File: src/rtl/div_seq.sv
// -----------------------------------------------------------------------------
// div_seq: 32/32 sequential restoring divider, signed or unsigned, one quotient
// bit per clock.
//
// Ports
//   clk          : clock, all state updates on the rising edge
//   rst          : synchronous active-high reset
//   ena          : downstream acknowledge, lets the FSM leave DONE
//   signed_div_i : 1 = two's-complement division, 0 = unsigned
//   opdata1_i    : dividend
//   opdata2_i    : divisor
//   start_i      : request, held high until ready_o is seen
//   annul_i      : abort an in-flight division
//   result_o     : {remainder, quotient}, registered
//   ready_o      : result_o valid (DONE state), registered
// -----------------------------------------------------------------------------
module div_seq (
    input  logic        clk,
    input  logic        rst,
    input  logic        ena,
    input  logic        signed_div_i,
    input  logic [31:0] opdata1_i,
    input  logic [31:0] opdata2_i,
    input  logic        start_i,
    input  logic        annul_i,
    output logic [63:0] result_o,
    output logic        ready_o
);

    localparam int unsigned W  = 32;
    localparam int unsigned CW = 6;

    typedef enum logic [1:0] {
        S_IDLE = 2'd0,
        S_BUSY = 2'd1,
        S_DONE = 2'd2
    } state_t;

    state_t        r_state;
    logic [CW-1:0] r_cnt;
    logic [W-1:0]  r_dvd;      // dividend bits shift out the top, quotient bits shift in the bottom
    logic [W-1:0]  r_dvs;
    logic [W-1:0]  r_rem;      // partial remainder always fits in W bits (it is below the divisor)
    logic          r_signed;
    logic          r_sign1;
    logic          r_sign2;
    logic [2*W-1:0] r_result;
    logic          r_ready;

    logic [W:0]    w_shift;
    logic [W:0]    w_diff;
    logic          w_qbit;
    logic [W-1:0]  w_abs1;
    logic [W-1:0]  w_abs2;
    logic [W-1:0]  w_quot;
    logic [W-1:0]  w_rmd;

    assign result_o = r_result;
    assign ready_o  = r_ready;

    // Operand magnitudes loaded at acceptance
    assign w_abs1 = (signed_div_i && opdata1_i[W-1]) ? (~opdata1_i + W'(1)) : opdata1_i;
    assign w_abs2 = (signed_div_i && opdata2_i[W-1]) ? (~opdata2_i + W'(1)) : opdata2_i;

    // One restoring step: shift in next dividend bit, trial-subtract divisor.
    // The 33-bit difference is negative exactly when its top bit is set.
    assign w_shift = {r_rem, r_dvd[W-1]};
    assign w_diff  = w_shift - {1'b0, r_dvs};
    assign w_qbit  = ~w_diff[W];

    // Sign correction of the finished magnitudes
    assign w_quot = (r_signed && (r_sign1 ^ r_sign2)) ? (~r_dvd + W'(1)) : r_dvd;
    assign w_rmd  = (r_signed && r_sign1) ? (~r_rem + W'(1)) : r_rem;

    // Control FSM and datapath registers
    always_ff @(posedge clk) begin
        if (rst) begin
            r_state  <= S_IDLE;
            r_cnt    <= '0;
            r_dvd    <= '0;
            r_dvs    <= '0;
            r_rem    <= '0;
            r_signed <= 1'b0;
            r_sign1  <= 1'b0;
            r_sign2  <= 1'b0;
            r_result <= '0;
            r_ready  <= 1'b0;
        end else begin
            case (r_state)
                S_IDLE: begin
                    if (start_i && !annul_i) begin
                        if (opdata2_i == '0) begin
                            // Divide by zero: no trap, zero result after one cycle
                            r_result <= '0;
                            r_ready  <= 1'b1;
                            r_state  <= S_DONE;
                        end else begin
                            r_signed <= signed_div_i;
                            r_sign1  <= signed_div_i & opdata1_i[W-1];
                            r_sign2  <= signed_div_i & opdata2_i[W-1];
                            r_dvd    <= w_abs1;
                            r_dvs    <= w_abs2;
                            r_rem    <= '0;
                            r_cnt    <= '0;
                            r_state  <= S_BUSY;
                        end
                    end
                end

                S_BUSY: begin
                    if (annul_i) begin
                        r_state <= S_IDLE;
                    end else if (r_cnt == CW'(W)) begin
                        // All quotient bits produced: publish corrected result
                        r_result <= {w_rmd, w_quot};
                        r_ready  <= 1'b1;
                        r_state  <= S_DONE;
                    end else begin
                        r_rem <= w_qbit ? w_diff[W-1:0] : w_shift[W-1:0];
                        r_dvd <= {r_dvd[W-2:0], w_qbit};
                        r_cnt <= r_cnt + CW'(1);
                    end
                end

                S_DONE: begin
                    if (!start_i || ena) begin
                        r_ready <= 1'b0;
                        r_state <= S_IDLE;
                    end
                end

                default: begin
                    r_ready <= 1'b0;
                    r_state <= S_IDLE;
                end
            endcase
        end
    end

endmodule

File: config.mk
export PLATFORM = sky130hd
export DESIGN_NAME = div_seq
export DESIGN_NICKNAME = d
export VERILOG_FILES = /design/src/rtl/div_seq.sv
export SDC_FILE = /design/constraint.sdc
export NUM_CORES = 1
export LEC_CHECK = 0
export CAP_MARGIN = 20
export CORE_ASPECT_RATIO = 0.5
export CORE_UTILIZATION = 30
export CTS_CLUSTER_SIZE = 8
export DETAILED_ROUTE_END_ITERATION = 12
export GPL_TIMING_DRIVEN = 1
export HOLD_SLACK_MARGIN = 0.08
export SYNTH_ARGS = -nofsm -noshare
export SYNTH_HDL_FRONTEND = slang
export SYNTH_SLANG_ARGS = --single-unit
File: constraint.sdc
create_clock -name clk -period 9.9 [get_ports clk]
set_clock_uncertainty 0.1 [all_clocks]
set_input_delay 2.475 -clock clk [delete_from_list [all_inputs] [get_ports clk]]
set_output_delay 2.475 -clock clk [all_outputs]
set_load 0.01 [all_outputs]
==> reports/summary.txt, run 1 <==
Starting Density - 0.306
P_sw - 502 uW
Area delta synth->final - 22.1%
WP data required - 10.16 ns
Detailed Route Iter0 Violations - 695
Cells after Synth - 1367
Critical Path Start Type - primary input
Reg-to-Reg Start - r_dvd[31]$_SDFFE_PP0P_
Routed vias - 9823
Worst slew pin tran - 1.05 ns
Post-synthesis compound-gate area fraction - 0.228
Post-synth ARST share - 0
Total gr overflow - 0
HP Start - result_o[21]$_SDFFE_PP0P_
TritonCTS clock tree - built
Hold Vio Cnt, Final - 0
Power density over cell area - 131 nW/um2
Worst Hold Depth - 2
Gate power share - 0.163
Cell Int Power - 1190 uW
Run status - finished, final reports clean
Filler instances - 3651
Most common cell in the synthesized netlist - dfxtp_1
Worst r2r dst - r_rem[25]$_SDFFE_PP0P_
# diodes - 0
Multiplexer share of the synthesized area - 0.0179
Area leader, netlist - dfxtp_1
# port buffers - 134
Reg power frac - 0.431
Clock tree buffer depth - 2
Largest net degree at the start of global routing - 68
Post-synth cell types - 60
H-tree depth - 4
Part of the cycle the worst path needs - 0.625
Nets@finish - 1564
Die height - 135 um
GP Congestion - 0.873
Num rows - 48
IO Count - 135
Mean post-synth cell area - 7.75 um2
Wire length of the first global-routing pass - 50100 um
Clk sinks - 172
Primary FF master, synth - dfxtp_1
Total of max-cap violations - 0
Post-DR vias/cell - 5.06
Final setup violation count - 0
Sw Ratio - 0.297
Maximum fanout along the worst path - 32
HPWL after DPL - 24200 um
Simple-gate share of the synthesized area - 0.205
WL final - 32000 um
Final ANT Viol Nets - 0
Top cells by count, synth - dfxtp_1, nor2_1, nand2_1, a21oi_1, xnor2_1
Reg clk slew, reported paths - 0.07 ns
Syn_nets - 1476
Clock group share of total power - 0.406
Worst path arrival time - 6.45 ns
Root buffer cell - clkbuf_16
Final Total Pwr - 1690 uW
Num CTS Buffers - 17
WHS Endpoint - result_o[21]$_SDFFE_PP0P_
Unrepaired setup endpoints after global routing - false
Synth top area cells - dfxtp_1, xnor2_1, xor2_1, a21oi_1, nor2_1
Residual DRC - 0
FF-to-FF setup slack - 5.83 ns
Hold Buf Count CTS - 0
Vias in the first global route - 9017
Worst R2R Path Depth - 13
Fmax - 162 MHz
Yosys top cell area share - 0.325
Final Critical Period - 6.19 ns
Setup Fix Bufs, Post-CTS - 0
Synthesized area - 10600 um2
Initial antenna violation count - 0
#FFs+latches synth - 172
Sequential Area - 3440 um2
Critical Path End Type - register
Worst vdd ir - 0.0000980 V
Post-synthesis sequential area ratio - 0.325
Layout cells sized above 1 - 0.0422
Area of the die - 36100 um2
LEAKAGE - 0.00461 uW
Clock Latency Late Sink - 0.44 ns
Slew HR - 0.296
Synth warn - 0
Synth Area in Adders - 0.0468
EDFF count, synth - 0
Core box area - 34600 um2
Setup TNS - 0 ns
Largest family of logic cells by synthesized area - compound AO/OA/AOI/OAI gates
Post_cts resized - 0
Area of the multi-input gates - 6670 um2
WL per Instance - 16.5 um
Critical path type - in2reg
Die Width - 268 um
Worst hold path class - reg2reg
XOR/XNOR share of the synthesized area - 0.127
Fin. max-slew vios - 0
GR Util All Layers - 0.176
First-pass DRT Iterations - 5
==> placed cells by master (no fill, tap or decap), types with 9 or more instances in the layout <==
| cell | Yosys | final |
|---|---|---|
| nor3_1 | 59 | 59 |
| dfxtp_1 | 172 | 172 |
| ha_1 | 38 | 38 |
| o41ai_1 | 12 | 12 |
| inv_1 | 51 | 51 |
| clkdlybuf4s50_1 | 0 | 133 |
| o21ai_1 | 51 | 51 |
| o31ai_1 | 15 | 15 |
| o211ai_1 | 11 | 11 |
| buf_4 | 5 | 11 |
| a21oi_1 | 122 | 122 |
| a22oi_1 | 23 | 23 |
| clkbuf_16 | 0 | 17 |
| a211oi_1 | 36 | 36 |
| nand2_1 | 125 | 125 |
| nand4_1 | 9 | 9 |
| nor2_1 | 155 | 153 |
| mux2i_1 | 19 | 19 |
| or3_1 | 12 | 12 |
| nand2b_1 | 19 | 19 |
| o21ai_0 | 57 | 57 |
| nand3_1 | 22 | 22 |
| a21o_1 | 20 | 20 |
| xor2_1 | 76 | 76 |
| xnor2_1 | 78 | 77 |
==> critical path, stage by stage <==
cell	delay (ns)
clkdlybuf4s50_1	0.47
or4_4	0.58
or4_4	0.47
nor3_4	0.35
and3_1	0.39
a21boi_4	0.11
nor3_4	0.83
buf_4	0.50
a22oi_1	0.15
o21ai_1	0.11
==> metal layers <==
layer	vias up	wire [um]	track usage
li1	5017	-	-
met1	4563	15600	0.245
met2	219	14600	0.285
met3	24	1390	0.0303
met4	0	374	0.0384
met5	-	0	0
==> power by group through the flow <==
stage                     logic, uW  registers, uW  clock network (uW)
final                           275            729                 686
after global routing            303            731                 724
after CTS                       275            728                 694
after detailed placement        273            744                   0
after global placement          273            744                   0
after floorplan                 185            738                   0
==> worst max path at each step <==
stage                             from                      to  slack (ns)  depth (start not counted)
after CTS                 opdata2_i[7]  r_dvd[22]$_SDFFE_PP0P_        3.78                         10
final                     opdata2_i[7]  r_dvd[22]$_SDFFE_PP0P_        3.71                         10
after detailed placement  opdata2_i[7]  r_dvd[24]$_SDFFE_PP0P_        3.31                         10
after global routing      opdata2_i[7]  r_dvd[25]$_SDFFE_PP0P_        3.49                         10
after floorplan           opdata1_i[8]  r_dvd[29]$_SDFFE_PP0P_        4.93                          9
after global placement    opdata2_i[7]  r_dvd[24]$_SDFFE_PP0P_        3.34                         10
==> logic make-up after synthesis <==
family                   after synthesis
buffers and inverters                129
flip-flops                           172
adder cells (fa/ha/maj)               39
XOR/XNOR                             154
multiplexers                          19
AO/OA/AOI/OAI                        392
AND/OR/NAND/NOR                      462
==> layout make-up <==
class	count	share of cell area
multi-input combinational	1066	0.515
sequential	172	0.266
timing repair buffer	147	0.112
tap	475	0.0460
clock buffer	18	0.0340
inverter	51	0.0148
clock inverter	14	0.0119
==> per-stage QoR <==
stage	util	cell area, um2	setup WS, ns	hold slack, ns	cells
final	0.374	12900	3.71	0.345	1943
after global routing	0.374	12900	3.49	0.372	1943
after CTS	0.373	12900	3.78	0.348	1942
after detailed placement	0.356	12300	3.31	0.338	1910
after global placement	0.356	12300	3.34	0.334	1909
after floorplan	-	10600	4.93	0.332	1367
==> registers in the layout, indices dropped and copies added, names as in the netlist <==
name / flops
r_cnt: 6
r_dvd: 32
r_dvs: 32
r_rem: 32
r_sign1: 1
r_sign2: 1
r_signed: 1
r_state: 2
ready_o: 1
result_o: 64
Power figures use the tool's default switching activity.
==> inputs of run 2 (changes only) <==
clock period = 5 ns   (was 9.9 ns; I/O delays follow)
==> reports/summary.txt, run 2 (synthesized netlist as in run 1, its figures left out) <==
Run status - finished, final reports clean
P_sw - 971 uW
TritonCTS clock tree - built
Part of the cycle the worst path needs - 0.818
Dpl cells - 1916
Most frequent cells in the layout - dfxtp_1, nor2_1, clkdlybuf4s50_1
Critical Path End Type - register
Sw Ratio - 0.290
Post-place setup slack - 0.428 ns
Unrepaired setup endpoints after global routing - false
Residual DRC - 0
Power density over cell area - 258 nW/um2
Final ANT Viol Nets - 0
H-tree depth - 4
Reg clk slew, reported paths - 0.07 ns
Total gr overflow - 0
FF-to-FF setup slack - 0.96 ns
# diodes - 0
Detailed Route Iter0 Violations - 616
Fmax - 244 MHz
Starting Density - 0.306
Die height - 135 um
Die Width - 268 um
IO Count - 135
Core box area - 34600 um2
Slew HR - 0.321
GP Congestion - 0.886
Gate power share - 0.163
Total of max-cap violations - 0
Num CTS Buffers - 17
WL per Instance - 16.4 um
Post-DR vias/cell - 5.07
Critical path type - in2reg
WL final - 31900 um
HPWL after DPL - 24000 um
CP max stage cell - or4_4
Sequential Area - 3440 um2
Crit-path cells - clkdlybuf4s50_1, or4_4, or4_4, nor3_4, and3_1, a21boi_4, nor2_2, buf_4, a221oi_1, nor2_1
Commonest non-fill, non-tap cell in the layout - dfxtp_1
Hold Vio Cnt, Final - 0
GR Util All Layers - 0.176
Maximum fanout along the worst path - 11
Routed vias - 9879
LEAKAGE - 0.00463 uW
Final setup violation count - 0
Post_cts resized - 0
Clock Latency Late Sink - 0.44 ns
Setup WS post-layout - 0.908 ns
Clk sinks - 172
Layout cells sized above 1 - 0.0455
Hold Buf Count CTS - 0
Crit path max-delay family - simple AND/OR/NAND/NOR gates
Buf+Inv Stages, Crit Path - 2
Setup TNS - 0 ns
Non-filler cells, final - 1948
Area of the die - 36100 um2
Area of the multi-input gates - 6670 um2
# port buffers - 134
Filler instances - 3661
Clock tree buffer depth - 2
Worst path arrival time - 4.37 ns
Most frequent CP cell - or4_4
Cell Int Power - 2370 uW
Num rows - 48
Nets@finish - 1569
Initial antenna violation count - 0
Crit path launch - opdata2_i[7]
Worst hold path class - reg2reg
Final Critical Period - 4.09 ns
Reg-to-Reg Start - r_dvd[31]$_SDFFE_PP0P_
Fin. max-slew vios - 0
WP data required - 5.28 ns
Worst R2R Path Depth - 13
HP Start - result_o[24]$_SDFFE_PP0P_
Max reg flops - 64
Setup Fix Bufs, Post-CTS - 0
Worst Hold Depth - 2
Root buffer cell - clkbuf_16
Worst vdd ir - 0.000231 V
Clock group share of total power - 0.406
Reg power frac - 0.431
Vias in the first global route - 8910
Max incr delay on CP - 0.58 ns
Largest net degree at the start of global routing - 68
Wire length of the first global-routing pass - 49800 um
First-pass DRT Iterations - 5
WHS Endpoint - result_o[24]$_SDFFE_PP0P_
Critical Path Start Type - primary input
Area delta synth->final - 22.3%
Worst r2r dst - r_rem[0]$_SDFFE_PP0P_
Worst slew pin tran - 1.01 ns
==> run 2: cell types whose count changed in the layout (fill, tap and decap cells not counted), sizes merged <==
cell    delta
buf        +5
bufinv     +1
clkbuf     -1
clkinv     +3
inv        -3
==> run 2: worst max path at each step <==
stage	cells past startpoint	end
floorplan	9	r_dvd[29]$_SDFFE_PP0P_
global placement	10	r_dvs[27]$_SDFFE_PP0P_
detailed placement	10	r_dvd[29]$_SDFFE_PP0P_
CTS	10	r_dvd[29]$_SDFFE_PP0P_
global route	10	r_dvd[29]$_SDFFE_PP0P_
finish	10	r_dvd[7]$_SDFFE_PP0P_
==> run 2: stage by stage <==
step	power, uW	instance area (um2)	hold WS [ns]	util
detailed placement	2010	12400	0.338	0.357
finish	3350	13000	0.344	0.374
CTS	3380	13000	0.347	0.374
global placement	2010	12400	0.334	0.357
global route	3510	13000	0.363	0.374
floorplan	1830	10600	0.332	-
==> run 2: power by group through the flow <==
| stage | registers (uW) | logic, uW | clock network [uW] |
|---|---|---|---|
| 5_1_grt | 1450 | 596 | 1460 |
| 3_3_place_gp | 1470 | 542 | 0 |
| 3_5_place_dp | 1470 | 541 | 0 |
| 4_1_cts | 1440 | 543 | 1390 |
| 6_report | 1440 | 544 | 1360 |
| 2_1_floorplan | 1460 | 366 | 0 |
==> run 2: worst register-to-register path: stages, from the launching register on <==
cell	delay, ns
dfxtp_1	0.31
inv_1	0.15
ha_1	0.29
fa_1	0.40
nand2b_1	0.19
a21oi_1	0.24
o211ai_1	0.21
and3_1	0.32
o311ai_1	0.39
a21oi_1	0.20
xor2_1	0.54
buf_4	0.29
nand2_1	0.07
a32o_1	0.24
==> run 2: layer usage <==
metal  global-route usage  vias to the layer above  part of all wire
li1                     -                     5023                 -
met1                0.239                     4628              0.48
met2                0.282                      186              0.46
met3               0.0288                       42             0.038
met4               0.0616                        0             0.024
met5                    0                        -                 0
==> run 2: cell type report <==
class,instances,area share
clock buffer,17,0.0328
clock inverter,15,0.0127
inverter,51,0.0148
multi-input combinational,1066,0.514
sequential,172,0.266
tap,475,0.0459
timing repair buffer,152,0.114
==> inputs of run 3 (changes only) <==
clock period = 3.6 ns   (was 5 ns; I/O delays follow)
==> reports/summary.txt, run 3 (synthesized netlist as in run 1, its figures left out) <==
P_sw - 1390 uW
Total of max-cap violations - 0
Critical Path End Type - register
Total gr overflow - 0
Area of the multi-input gates - 6690 um2
WL per Instance - 16.0 um
Vias in the first global route - 9299
Crit-path cells - clkdlybuf4s50_1, or4_4, or4_4, nor3_4, and3_1, buf_12, nand2_1, nand2_1, buf_12, nor2_1, a221oi_1, nor2_1
Part of the cycle the worst path needs - 0.949
Area delta synth->final - 29.3%
Final Critical Period - 3.42 ns
Clock Latency Late Sink - 0.45 ns
Fmax - 293 MHz
HPWL after DPL - 25200 um
IO Count - 135
Max reg flops - 64
Max incr delay on CP - 0.58 ns
Run status - finished, final reports clean
Layout cells sized above 1 - 0.0965
Detailed Route Iter0 Violations - 594
Post-DR vias/cell - 5.02
Wire length of the first global-routing pass - 51000 um
Final core occ - 0.396
Critical path type - in2reg
Nets@finish - 1650
Core box area - 34600 um2
GP Congestion - 0.879
Critical Path Start Type - primary input
Clk sinks - 172
Buf+Inv Stages, Crit Path - 3
Crit path max-delay family - simple AND/OR/NAND/NOR gates
First-pass DRT Iterations - 5
Initial antenna violation count - 1
Residual DRC - 0
Cell Int Power - 3220 uW
Clock tree buffer depth - 2
H-tree depth - 4
Worst slew pin tran - 0.740 ns
Die height - 135 um
Setup Fix Bufs, Post-CTS - 0
Power density over cell area - 337 nW/um2
Maximum fanout along the worst path - 7
WP data required - 3.80 ns
Sequential Area - 3440 um2
Starting Density - 0.306
Unrepaired setup endpoints after global routing - false
Worst vdd ir - 0.000350 V
Largest net degree at the start of global routing - 48
Filler instances - 3579
Clock group share of total power - 0.389
GR Util All Layers - 0.178
Area of the die - 36100 um2
CP max stage cell - or4_4
LEAKAGE - 0.00507 uW
Slew HR - 0.507
Sw Ratio - 0.302
Gate power share - 0.177
Final setup violation count - 0
Post-place setup slack - -0.281 ns
Fin. max-slew vios - 0
Num CTS Buffers - 17
Commonest non-fill, non-tap cell in the layout - dfxtp_1
Die Width - 268 um
Reg power frac - 0.434
Root buffer cell - clkbuf_16
Worst hold path class - reg2reg
# port buffers - 134
Worst path arrival time - 3.61 ns
WL final - 32500 um
Most frequent cells in the layout - dfxtp_1, nor2_1, clkdlybuf4s50_1
Hold Vio Cnt, Final - 0
Routed vias - 10200
Setup WS post-layout - 0.184 ns
Reg clk slew, reported paths - 0.07 ns
TritonCTS clock tree - built
Num rows - 48
Final ANT Viol Nets - 0
-- run 3: cell count changes in the layout (fill, tap and decap cells not counted), sizes merged --
cell      change
clkinv        -2
clkbuf        +1
bufinv        -2
inv           +1
diode         +1
buf          +81
clkinvlp      +2
-- run 3: layout make-up --
| type | count | share of cell area |
|---|---|---|
| flip-flops and latches | 172 | 0.251 |
| clock buffers | 18 | 0.0313 |
| clock inverters | 14 | 0.00986 |
| well taps | 475 | 0.0434 |
| diodes | 1 | 0.000183 |
| repair buffers | 233 | 0.162 |
| inverters | 51 | 0.0140 |
| multi-input cells | 1066 | 0.488 |
-- run 3: worst paths after layout --
| kind | start | endpoint | slack (ns) | cells after the start |
|---|---|---|---|---|
| max | opdata2_i[7] | r_dvd[8]$_SDFFE_PP0P_ | 0.18 | 12 |
| min | result_o[23]$_SDFFE_PP0P_ | result_o[23]$_SDFFE_PP0P_ | 0.34 | 2 |
| max reg2reg | r_dvd[31]$_SDFFE_PP0P_ | r_rem[14]$_SDFFE_PP0P_ | 0.20 | 14 |
| min reg2reg | result_o[23]$_SDFFE_PP0P_ | result_o[23]$_SDFFE_PP0P_ | 0.34 | 2 |
-- run 3: repair_timing --
item                       in CTS  in global routing
setup endpoints to repair       0                 33
gates resized for setup         0                  4
hold endpoints to repair        0                  0
hold buffers                    0                  0
-- run 3: per-layer routing --
| layer | part of all wire | global-route usage | up-vias |
|---|---|---|---|
| met1 | 0.48 | 0.244 | 4778 |
| met3 | 0.041 | 0.0330 | 35 |
| li1 | - | - | 5190 |
| met2 | 0.46 | 0.284 | 186 |
| met4 | 0.020 | 0.0530 | 0 |
| met5 | 0 | 0 | - |
-- run 3: worst register-to-register path, cell delays in order (launching register included) --
cell and delay [ns]:
dfxtp_1 0.31, inv_1 0.10, ha_1 0.26, fa_1 0.38, nand2b_1 0.20, a21oi_2 0.19
o211ai_1 0.20, and3_1 0.27, o311ai_2 0.31, a21oi_1 0.18, xnor2_2 0.23, buf_4 0.14
nand2_1 0.11, buf_12 0.18, o211ai_1 0.17
-- run 3: power groups by stage --
| stage | clock network (uW) | registers [uW] | logic [uW] |
|---|---|---|---|
| final | 1800 | 2000 | 816 |
| after global routing | 1920 | 2010 | 898 |
| after CTS | 1840 | 2000 | 814 |
| after detailed placement | 0 | 2050 | 809 |
| after global placement | 0 | 2040 | 808 |
| after floorplan | 0 | 2030 | 509 |
-- run 3: stage by stage --
stage	TNS, ns	area (um2)	power (uW)	cells	hold slack [ns]
final	0	13700	4620	2030	0.345
after global routing	0	13700	4820	2030	0.370
after CTS	0	13700	4650	2029	0.351
after detailed placement	-27.65	13100	2850	1997	0.341
after global placement	-19.95	13100	2850	1997	0.333
after floorplan	0	10600	2540	1367	0.332
